**src/rtl/serial_adder.sv**
```systemverilog
// Bit-serial WIDTH-bit adder: one full-adder cell plus a carry register, LSB first.
// Optional carry input port enabled by defining SERIAL_ADDER_CARRY_IN_EN.

module half_adder (
  input  logic x,
  input  logic y,
  output logic s,
  output logic c
);
  assign s = x ^ y;
  assign c = x & y;
endmodule

module serial_adder #(
  parameter int WIDTH = 8
) (
  input  logic             clk,
  input  logic             rst,
  input  logic             start,
  input  logic [WIDTH-1:0] a,
  input  logic [WIDTH-1:0] b,
`ifdef SERIAL_ADDER_CARRY_IN_EN
  input  logic             carry_in,
`endif
  output logic             busy,
  output logic             done,
  output logic [WIDTH-1:0] sum,
  output logic             carry_out
);
  localparam int CW = $clog2(WIDTH + 1);

  typedef enum logic [1:0] {IDLE, ADD, DONE} state_t;

  state_t           state, state_nx;
  logic [WIDTH-1:0] a_sh, b_sh;
  logic [WIDTH-2:0] sum_sh;
  logic [WIDTH-1:0] sum_nx;
  logic [CW-1:0]    cnt;
  logic             c, cnx, cin;
  logic             s1, c1, bs, c2;
  logic             ld, last;

`ifdef SERIAL_ADDER_CARRY_IN_EN
  assign cin = carry_in;
`else
  assign cin = 1'b0;
`endif

  // Bit cell: two half adders, OR of the partial carries gives majority.
  half_adder u_ha0 (.x(a_sh[0]), .y(b_sh[0]), .s(s1), .c(c1));
  half_adder u_ha1 (.x(s1),      .y(c),       .s(bs), .c(c2));
  assign cnx    = c1 | c2;
  assign sum_nx = {bs, sum_sh};

  always_ff @(posedge clk) begin
    if (rst) state <= IDLE;
    else     state <= state_nx;
  end

  always_comb begin
    state_nx = state;
    ld       = 1'b0;
    last     = (cnt == CW'(WIDTH - 1));
    case (state)
      IDLE: if (start) begin ld = 1'b1; state_nx = ADD; end
      ADD:  if (last) state_nx = DONE;
      DONE: begin
        if (start) begin ld = 1'b1; state_nx = ADD; end
        else state_nx = IDLE;
      end
      default: state_nx = IDLE;
    endcase
  end

  always_ff @(posedge clk) begin
    if (rst) begin
      a_sh      <= '0;
      b_sh      <= '0;
      sum_sh    <= '0;
      c         <= 1'b0;
      cnt       <= '0;
      sum       <= '0;
      carry_out <= 1'b0;
    end else if (ld) begin
      a_sh   <= a;
      b_sh   <= b;
      sum_sh <= '0;
      c      <= cin;
      cnt    <= '0;
    end else if (state == ADD) begin
      a_sh   <= a_sh >> 1;
      b_sh   <= b_sh >> 1;
      sum_sh <= sum_nx[WIDTH-1:1];
      c      <= cnx;
      cnt    <= cnt + 1'b1;
      // Result registers only move on the final bit; partials stay internal.
      if (last) begin
        sum       <= sum_nx;
        carry_out <= cnx;
      end
    end
  end

  assign busy = (state == ADD);
  assign done = (state == DONE);
endmodule

```
**config.mk**
```make
export PLATFORM = sky130hd
export DESIGN_NAME = serial_adder
export DESIGN_NICKNAME = d
export VERILOG_FILES = /design/src/rtl/serial_adder.sv
export SDC_FILE = /design/constraint.sdc
export NUM_CORES = 1
export LEC_CHECK = 0
export ABC_CLOCK_PERIOD_IN_PS = 1200
export BUFFER_PORTS_ARGS = -buffer_cell sky130_fd_sc_hd__buf_4
export CAP_MARGIN = 5
export CORE_MARGIN = 5
export CORE_UTILIZATION = 48
export CTS_CLUSTER_DIAMETER = 50
export DETAILED_ROUTE_END_ITERATION = 16
export MAX_ROUTING_LAYER = met4
export PLACE_DENSITY = 0.74
export SLEW_MARGIN = 20
export SYNTH_ARGS = -nofsm -noshare
export SYNTH_HDL_FRONTEND = slang
export SYNTH_HIERARCHICAL = 1
export SYNTH_SLANG_ARGS = --single-unit
export TNS_END_PERCENT = 50
```
**constraint.sdc**
```tcl
create_clock -name clk -period 1.2 [get_ports clk]
set_input_delay 0 -clock clk [delete_from_list [all_inputs] [get_ports clk]]
set_output_delay 0 -clock clk [all_outputs]
set_load 0.02 [all_outputs]
```
Yosys cells after proc, flatten, opt, wreduce, memory -nomap -nowiden. Cells that the tools add are included.

Logic and storage cells: 36. Output and inout port bits: 11. Input port bits: 19. Flip-flop bits (word level): 39.

Muxes and demuxes: 10. Bitwise gates (word level): 6. Reductions and logical operators: 6. Eq/ne operators: 5. $add $sub $neg: 1.

Operators with widths (number): 8-bit 2-to-1 mux (4); 2-bit one-hot mux with 3 select lines (1); 4-bit by 1-bit adder with 4-bit output, second input constant (1); 4-bit by 3-bit == test with 1-bit output, second input constant (1); 2-bit 2-to-1 mux (2); 2-bit OR reduction (2); 1-bit 2-to-1 mux (3); 3-bit AND reduction (1); 1-bit AND (2); 2-bit by 1-bit == test with 1-bit output, second input constant (1); 2-bit == test, second input constant (1); 2-bit zero test (1); 2-bit by 1-bit inequality test with 1-bit output, second input constant (1); 2-bit inequality test, second input constant (1); 2-bit AND reduction (1); 2-bit nonzero test (1); 1-bit XOR (2); 1-bit NOT (1); 1-bit bitwise OR (1).

Longest topological paths before layout.
Word-level depth: 5. Depth in mapped cells: 5. Mapped depth without buffers: 5.

Hierarchy. Netlist, hierarchy kept.

Modules (own cells, without submodules): serial_adder (times used 1, seq. area each 780.7 µm², area an instance 1534.0 µm², cells an instance 179); half_adder (times used 2, seq. area each 0.0 µm², area an instance 12.5 µm², cells an instance 1).

Worst setup path before layout. Ideal clock, no wire load.

Kind: reg-to-reg. Start point: register cnt[0]. End point: register sum[0]. Buffers on the path: 0. Setup time: 0.072 ns. Cell stages (with the launch flop): 5. Period minus slack after synthesis: 1.297 ns. Slack: -0.097 ns. Data arrival time: 1.225 ns. Required time: 1.128 ns. Cells stage by stage: dfxtp_1 ha_1 nand3b_1 nor2_2 mux2i_1.

Word-level cells in the longest chain between the ends: 2.

RTL lines: start: declaration (line 38) `logic [CW-1:0] cnt;`; start signal: assignment (line 95) `cnt <= cnt + 1'b1;`; 4-bit by 3-bit == test with 1-bit output (line 63) `last = (cnt == CW'(WIDTH - 1));`; 3-bit AND reduction (no line); end signal: assignment (line 98) `sum <= sum_nx;`; end: declaration (line 27) `output logic [WIDTH-1:0] sum,`.

No other way between the ends. A chain may end at the register's enable or synchronous reset.

Final worst setup path.
Start point: register cnt[0]. End point: register carry_out.

Word-level cells in the longest chain between the ends: 2.

RTL lines: 4-bit by 3-bit == test with 1-bit output (line 63); 3-bit AND reduction (no line); end signal: assignment (line 99) `carry_out <= cnx;`; end: declaration (line 28) `output logic carry_out`.

No other way between the ends.

==> results.tsv <==
metric	value	unit
Final Critical Period	1.30	ns
Worst Setup Start Kind	register	
sequential share of power	0.536	
Core Area	3080	um^2
Post-Syn Area per Cell	8.61	um^2
unrepaired setup endpoints after global routing	yes	
data required time of the critical path	1.50	ns
max_cap viols	0	
dpl cells	258	
vias in the first global route	1466	
largest net degree at the start of global routing	17	
final slew viol count	0	
drt drc	0	
P_int	1.94	mW
f_max	768	MHz
antenna cells	0	
routability cong.	0.753	
Mapped Nets	203	
post-synthesis compound-gate area fraction	0.127	
final number of setup-violating endpoints	9	
CTS Sinks	39	
mux share of post-synthesis cell area	0.0578	
final cycle utilization of the critical path	1.08	
YS warnings	6	
largest family of logic cells by synthesized area	simple AND/OR/NAND/NOR gates	
root buffer cell	clkbuf_4	
final worst setup slack	-0.101	ns
post-synthesis register bit count	39	
maximum vdd drop	0.000831	V
sequential area share after synthesis	0.501	
Die Y-Extent	67.0	um
Post-Route WL	3990	um
final setup skew	0.0123	ns
PD cells	1160	nW/um^2
Power Total	2.61	mW
final number of hold-violating endpoints	3	
IO Pins	30	
post-synth design cell area	1560	um^2
row count	20	
Initial Util	0.507	
failing checks	negative hold slack, negative setup slack	
clk buf depth	2	
post-DP HPWL	2580	um
CTS Buf Count	5	
NetSw	674	uW
wire length per cell	14.2	um
most common cell after layout, fill and taps aside	buf_4	
DRT Pass-1 Iters	4	
Pleak	0.852	nW
Max-slew headroom	0.813	
Simple-Gate Fraction of Synth Area	0.228	
I/O Buffers	29	
commonest cells after routing, fill and taps aside	buf_4, nand2_1, dfxtp_1, nor3_1, dlygate4sd3_1	
initial antenna violation count	0	
final std cells w/o fill	281	
hold_ws	-0.0536	ns
pre-CTS WS	-0.0948	ns
die area	4490	um^2
adder and majority gate portion of the synthesized area	0.0241	
Worst Hold Class	input port to register	
GRT Total Usage	0.202	
Synth Area in XOR/XNOR	0.0112	
area grow syn2layout	43.7	%
Final ANT Viol Nets	0	
net switching fraction of the power	0.258	
outcome	finished with violations	
H-tree levels	2	
clock network power share	0.293	
gr ovfl total	0	
first-pass GRT wire length	6620	um
Via density	5.30	
fillcell total	219	
clk_lat worst skew	0.35	ns
CTS tree	yes	
die width	67.0	um
synth unique cells	27	
crit path max fanout	4	
layout cells sized above 1	0.316	
Clock Pin Slew Worst Setup and Hold Paths	0.12	ns
Synth Instances	181	
Vias	1489	
Slew @ Worst Pin	0.277	ns
nets@finish	258	
combinational power share	0.171	
Iter 0 DRT Violations	104	
Crit Path Class	register to register	
crit end category	register	
CP arrival	1.60	ns
## layer usage
metal	track usage	up-vias	part of all wire
met5	-	-	0
met4	0.0684	0	0.028
met3	0.0540	14	0.051
met2	0.356	45	0.52
met1	0.218	697	0.40
li1	-	733	-
## cell families (layout without fill, tap and decap cells)
family	count (synthesis)	after routing
AO/OA/AOI/OAI	35	35
XOR/XNOR	2	2
adder cells (fa/ha/maj)	3	3
buffers and inverters	15	71
flip-flops	39	39
multiplexers	9	9
AND/OR/NAND/NOR	78	78
## what timing repair did
action,CTS,global route
endpoints found under the setup margin,23,24
endpoints found under the hold margin,19,15
hold buffers,8,5
setup buffers,2,0
resized for setup,16,10
pin swaps,2,3
## flip-flops by register name (all words and copies together) (netlist names)
name,cells
b_sh,8
c,1
carry_out,1
sum,8
a_sh,8
cnt,4
sum_sh,7
state,2
## critical path, stage by stage, from the launching register on
cell      delay (ns)
dfxtp_2         0.38
ha_4            0.14
nand3b_1        0.18
or3_4           0.44
a21oi_2         0.12
## power groups by stage
| stage | Sequential [mW] | Combinational [mW] | Clock [mW] |
|---|---|---|---|
| 4_1_cts | 1.39 | 0.405 | 0.761 |
| 5_1_grt | 1.40 | 0.492 | 0.834 |
| 2_1_floorplan | 1.41 | 0.216 | 0 |
| 6_report | 1.40 | 0.447 | 0.765 |
| 3_5_place_dp | 1.42 | 0.358 | 0 |
| 3_3_place_gp | 1.41 | 0.343 | 0 |
## cell type report
type                       instances  area (um^2)  area share
sequential                        39          791       0.353
multi-input combinational        127          773       0.345
timing repair buffer              61          543       0.242
clock buffer                       8         68.8      0.0307
tap                               44         55.1      0.0246
inverter                           2         10.0     0.00447
## metrics by stage
stage / instance area [um^2] / utilization / TNS, ns
final: 2240 / 0.728 / -0.478
after global routing: 2240 / 0.728 / -1.47
after CTS: 2150 / 0.699 / -0.194
after detailed placement: 1930 / 0.627 / -0.330
after global placement: 1930 / 0.627 / -0.0157
after floorplan: 1560 / - / -0.0208
## cells in the mapped netlist (all sizes together)
cell	count	area (um^2)
clkbuf	3	11.3
ha	3	37.5
dfxtp	39	781
nand2b	2	20.0
a22oi	2	15.0
or3	2	12.5
o21ai	6	30.0
nor2	6	25.0
nand2	42	158
nor3	18	90.1
buf	10	61.3
xor2	1	8.76
mux2i	9	90.1
nand3b	2	15.0
a31oi	4	25.0
o22ai	8	50.1
and2b	2	15.0
inv	2	7.50
a211oi	1	7.51
a21oi	14	70.1
nand3	4	20.0
xnor2	1	8.76
## final timing paths
path | from | to | slack (ns) | cells past startpoint
hold reg to reg | sum[4]$_SDFFE_PP0P_ | sum[4]$_SDFFE_PP0P_ | 0.46 | 2
hold / removal | a[0] | a_sh[0]$_SDFFE_PP0P_ | -0.05 | 3
setup reg to reg | cnt[0]$_SDFFE_PP0N_ | carry_out$_SDFFE_PP0P_ | -0.10 | 4
setup / recovery | cnt[0]$_SDFFE_PP0N_ | carry_out$_SDFFE_PP0P_ | -0.10 | 4
Note: power is estimated with default switching activity, not from simulation.
